File: src/rtl/sync_ram_param.sv
// ---------------------------------------------------------------------------
// sync_ram_param
//   Parametrised single-port synchronous RAM used as general scratch storage
//   between the register/bus front end and local datapaths.
//   - DATA_W-bit words, 2**ADDR_W deep, per-byte write enables.
//   - Registered read (one-cycle latency) qualified by rd_valid.
//   - WRITE_FIRST selects old (0) or merged new (1) data on read-during-write.
//   - The array is cleared to CLEAR_VAL by a sequential sweep, one word per
//     cycle, after reset and whenever clr_req is pulsed while idle.
//
// Ports
//   clk       in   rising-edge clock
//   reset     in   asynchronous active-low reset
//   addr      in   word address
//   CS        in   chip select (qualifies WE and RD)
//   WE        in   write enable
//   RD        in   read enable
//   BE        in   byte enables, bit i covers dataIn[8i+7:8i]
//   dataIn    in   write data
//   clr_req   in   single-cycle request to start a clear sweep
//   dataOut   out  registered read data (zero when no read was issued)
//   rd_valid  out  dataOut holds the read issued in the previous cycle
//   busy      out  clear sweep in progress, accesses are ignored
//   drop      out  one-cycle pulse: an access was discarded while busy
// ---------------------------------------------------------------------------
module sync_ram_param #(
  parameter int                DATA_W      = 8,
  parameter int                ADDR_W      = 2,
  parameter bit                WRITE_FIRST = 1'b0,
  parameter logic [DATA_W-1:0] CLEAR_VAL   = '0
) (
  input  logic                  clk,
  input  logic                  reset,
  input  logic [ADDR_W-1:0]     addr,
  input  logic                  CS,
  input  logic                  WE,
  input  logic                  RD,
  input  logic [DATA_W/8-1:0]   BE,
  input  logic [DATA_W-1:0]     dataIn,
  input  logic                  clr_req,
  output logic [DATA_W-1:0]     dataOut,
  output logic                  rd_valid,
  output logic                  busy,
  output logic                  drop
);

  localparam int DEPTH  = 2**ADDR_W;
  localparam int NBYTES = DATA_W / 8;

  typedef enum logic {
    ST_CLEAR = 1'b0,
    ST_IDLE  = 1'b1
  } state_t;

  state_t            r_state, w_state_nxt;
  logic [ADDR_W-1:0] r_clr_ptr, w_clr_ptr_nxt;
  logic [DATA_W-1:0] r_mem [DEPTH];

  logic [DATA_W-1:0] w_old;
  logic [DATA_W-1:0] w_merged;
  logic              w_busy;
  logic              w_access;
  logic              w_wr;
  logic              w_rd;

  assign w_busy   = (r_state == ST_CLEAR);
  assign w_access = CS & (WE | RD);
  assign w_wr     = ~w_busy & CS & WE;
  assign w_rd     = ~w_busy & CS & RD;
  assign busy     = w_busy;

  // Single port: the read and the write of a cycle always share addr, so the
  // merged word is both the value written and the write-first read result.
  assign w_old = r_mem[addr];

  // NOTE: every signal assigned in always_comb gets a default first so no
  // path leaves it unassigned, which would infer a latch.
  always_comb begin
    w_merged = w_old;
    for (int i = 0; i < NBYTES; i++) begin
      if (BE[i]) w_merged[8*i +: 8] = dataIn[8*i +: 8];
    end
  end

  // Next-state logic: the sweep walks clr_ptr 0..DEPTH-1, then returns to
  // IDLE; the pointer wraps back to 0 by natural ADDR_W-bit overflow.
  always_comb begin
    w_state_nxt   = r_state;
    w_clr_ptr_nxt = r_clr_ptr;
    unique case (r_state)
      ST_CLEAR: begin
        w_clr_ptr_nxt = r_clr_ptr + 1'b1;
        if (r_clr_ptr == ADDR_W'(DEPTH - 1)) w_state_nxt = ST_IDLE;
      end
      ST_IDLE: begin
        if (clr_req) begin
          w_state_nxt   = ST_CLEAR;
          w_clr_ptr_nxt = '0;
        end
      end
      default: begin
        w_state_nxt   = ST_CLEAR;
        w_clr_ptr_nxt = '0;
      end
    endcase
  end

  // NOTE: sequential state uses non-blocking assignments so every register
  // samples the pre-edge values regardless of statement order.
  always_ff @(posedge clk or negedge reset) begin
    if (!reset) begin
      r_state   <= ST_CLEAR;
      r_clr_ptr <= '0;
    end else begin
      r_state   <= w_state_nxt;
      r_clr_ptr <= w_clr_ptr_nxt;
    end
  end

  // NOTE: the array has no reset branch so it maps onto RAM macros; the
  // clear sweep establishes known contents instead.
  always_ff @(posedge clk) begin
    if (w_busy) begin
      r_mem[r_clr_ptr] <= CLEAR_VAL;
    end else if (w_wr) begin
      r_mem[addr] <= w_merged;
    end
  end

  // Read register: zero unless a read was accepted, so consumers may OR
  // several RAM outputs together without extra muxing.
  always_ff @(posedge clk or negedge reset) begin
    if (!reset) begin
      dataOut  <= '0;
      rd_valid <= 1'b0;
      drop     <= 1'b0;
    end else begin
      if (w_rd) begin
        dataOut <= (WRITE_FIRST && w_wr) ? w_merged : w_old;
      end else begin
        dataOut <= '0;
      end
      rd_valid <= w_rd;
      drop     <= w_busy & w_access;
    end
  end

endmodule

File: config.mk
export PLATFORM = sky130hd
export DESIGN_NAME = sync_ram_param
export DESIGN_NICKNAME = d
export VERILOG_FILES = /design/src/rtl/sync_ram_param.sv
export SDC_FILE = /design/constraint.sdc
export NUM_CORES = 1
export LEC_CHECK = 0
export BUFFER_PORTS_ARGS = -buffer_cell sky130_fd_sc_hd__buf_2
export CORE_UTILIZATION = 59
export DETAILED_ROUTE_END_ITERATION = 10
export PLACE_DENSITY = 0.83
export SETUP_SLACK_MARGIN = 0.5
export SLEW_MARGIN = 20
export SYNTH_ARGS = -nofsm -noshare
export SYNTH_HDL_FRONTEND = slang
export SYNTH_SLANG_ARGS = --single-unit
File: constraint.sdc
create_clock -name clk -period 3.9 [get_ports clk]
set_clock_uncertainty 0.05 [all_clocks]
set_input_delay 0.195 -clock clk [delete_from_list [all_inputs] [get_ports clk]]
set_output_delay 0.195 -clock clk [all_outputs]
set_load 0.03 [all_outputs]
==> metrics.cfg <==
[critical_path]
crit_path_max_fanout=10
worstSetupPathType=reg2reg
end_kind=flop
cp.required_ns=3.85
arrival_ns=1.95
critPathLaunchType=flop

[power_and_ir_drop]
p_per_area_nw_per_um2=636.5
power_mw=1.306
p_leak_nw=0.8566
irDropWorstVdd_mv=0.3522

[clock_network]
cts_resized=0
cts_tree=done
numCtsBuffers=5
clk_latency_ns=0.36
cts_root_buf=clkbuf_4
h-tree-depth=2
clockBufferDepth=2
post_cts_buffers=0
cts_sinks=45
path_clk_slew_ns=0.13

[yosys]
syn_area_um2=1793
synthesis.instances=102
synth.avg_cell_area_um2=17.58
seq_area_frac_synth_pct=71.74
synth_seq_cells=45
synthesis.nets=120
synth_warnings=0
yosysUniqueCellTypes=22

[route]
remaining_drc_errors=7
drtIter0Drc=60
avgRoutedWirePerCell_um=18.58
dr.pass1.iters=7
ant_nets=0
vias=1000
vias_per_cell=5.988
wl_um=3103

[layout]
multiInputGateArea_um2=474.2
fin_util_pct=72.53
area_growth_pct=14.45
diodes=0
drive_gt1_share_pct=30.88
num-fill-cells=182
fin_nets=153
final-seq-area_um2=1286

[grt]
grt_max_degree=14
use_met2_pct=35.13
use_met3_pct=7.256
grt_pass1_vias=1008
overflow=0
antenna_found_initial=0
grt_util_met1_pct=29.13
grt_pass1_wl_um=4961
track_usage_pct=22.58
top_usage_layer=met2

[run_status]
violations=design-rule violations
status=finished, violations left

[floorplanning]
core_um2=2829
die_w_um=57.13
fp-row-count=19
top_level_ports=28
start_util_pct=63.38
die-area_um2=3263
fp.dieH_um=57.13

[timing]
slew_viol_final=0
max_slew_margin_pct=51.48
rsz0062_at_grt=no
fmax_mhz=498.8
finalCritPeriodShare_pct=51.40
final.setup.tns_ns=0
worst_slack_ns=1.895
period_needed_ns=2.005
hold_viol_final=0
tightestPinTransition_ns=0.7277
finalSetupViolations=0

[placement]
dpl.hpwl_um=2069
port_buffers=27
place_ws_ns=1.501
gp_congestion=0.8541

[hold_path]
hold_path_class=in2reg

[flow_run]
drv_cap=0

## where the power goes
group	switching [mW]	total (mW)	internal, mW
combinational	0.183	0.303	0.120
sequential	0.0488	0.725	0.677
clock	0.144	0.277	0.134
## cells by family (layout without fill, tap and decap cells)
group,Yosys count,after routing,share of synthesized area (%)
AOI/OAI and AO/OA,8,8,3.699
adders and majority gates,1,1,0.6977
buffers and inverters,8,42,2.232
DFF,45,45,71.74
muxes,16,16,14.93
and+or+nand+nor,24,24,6.700
## Yosys cell counts
master      n  area [um2]
mux4_1      2       52.55
o2bb2ai_1   1       8.760
o211a_1     1       10.01
mux2i_1     8       80.08
mux4_2      6       135.1
inv_1       4       15.01
dfrtp_1    13       325.3
a32o_1      2       20.02
and3_1      1       6.260
ha_1        1       12.51
clkbuf_2    1       5.000
edfxtp_1   32       960.9
nand2_1     3       11.26
nor2_1      8       30.03
nand3_1     2       10.01
o32ai_1     2       17.52
buf_2       1       5.000
clkbuf_1    1       3.750
buf_6       1       11.26
o21ai_0     2       10.01
nor2b_1     9       56.30
or2_2       1       6.260
## metrics by stage
| step | cells | cell area (um2) | hold slack, ns |
|---|---|---|---|
| after floorplan | 102 | 1793 | -0.1506 |
| after global placement | 157 | 1949 | 0.04090 |
| after detailed placement | 157 | 1949 | 0.05461 |
| after CTS | 167 | 2044 | 0.01493 |
| after global routing | 167 | 2052 | 0.03451 |
| final | 167 | 2052 | 0.04408 |
## final timing paths
kind,from,endpoint,cells past startpoint,slack (ns)
min,RD,drop,2,0.04
min in group asynchronous,reset,rd_valid,2,0.19
min reg2reg,r_clr_ptr[0],r_clr_ptr[0],2,0.58
max,r_state,r_mem[0][6],2,1.90
max in group asynchronous,reset,r_clr_ptr[1],2,3.37
max reg2reg,r_state,r_mem[0][6],2,1.90
## flip-flops by register name (all words and copies together) (netlist names)
register and count:
rd_valid 1, drop 1, r_state 1, dataOut 8
r_clr_ptr 2, r_mem 32
## per-layer routing
layer	up-vias	routed length [um]
met5	-	0
met4	0	83
met3	7	187
met2	42	1548
met1	499	1283
li1	452	-
## critical path, stage by stage, from the launching register on
cell and delay (ns):
dfrtp_1 0.49, nand3_1 0.37, o32ai_2 0.73
## placed cells by master (no fill, tap or decap)
cell,instances
edfxtp_1,32
buf_2,27
dfrtp_1,13
nor2b_1,9
mux2i_1,8
nor2_1,8
mux4_2,6
clkbuf_4,5
inv_1,4
nand2_1,3
nand3_1,2
mux4_1,2
a32o_1,2
o21ai_0,2
dlygate4sd3_1,2
and3_1,1
or2_2,1
o32ai_2,1
o211a_1,1
o32ai_1,1
o2bb2ai_1,1
ha_1,1
bufinv_16,1
clkinv_1,1
clkbuf_1,1
buf_4,1
## timing repair
item,in CTS,in global routing
hold endpoints to repair,15,0
hold buffers,2,0
setup endpoints to repair,0,0
## cell type report
type	count	area share, %
clock inverters	2	1.646
clock buffers	6	2.012
multi-input cells	49	23.11
repair buffers	30	7.927
well taps	31	1.890
inverters	4	0.7317
flip-flops and latches	45	62.68
(Power assumes the default switching activity.)
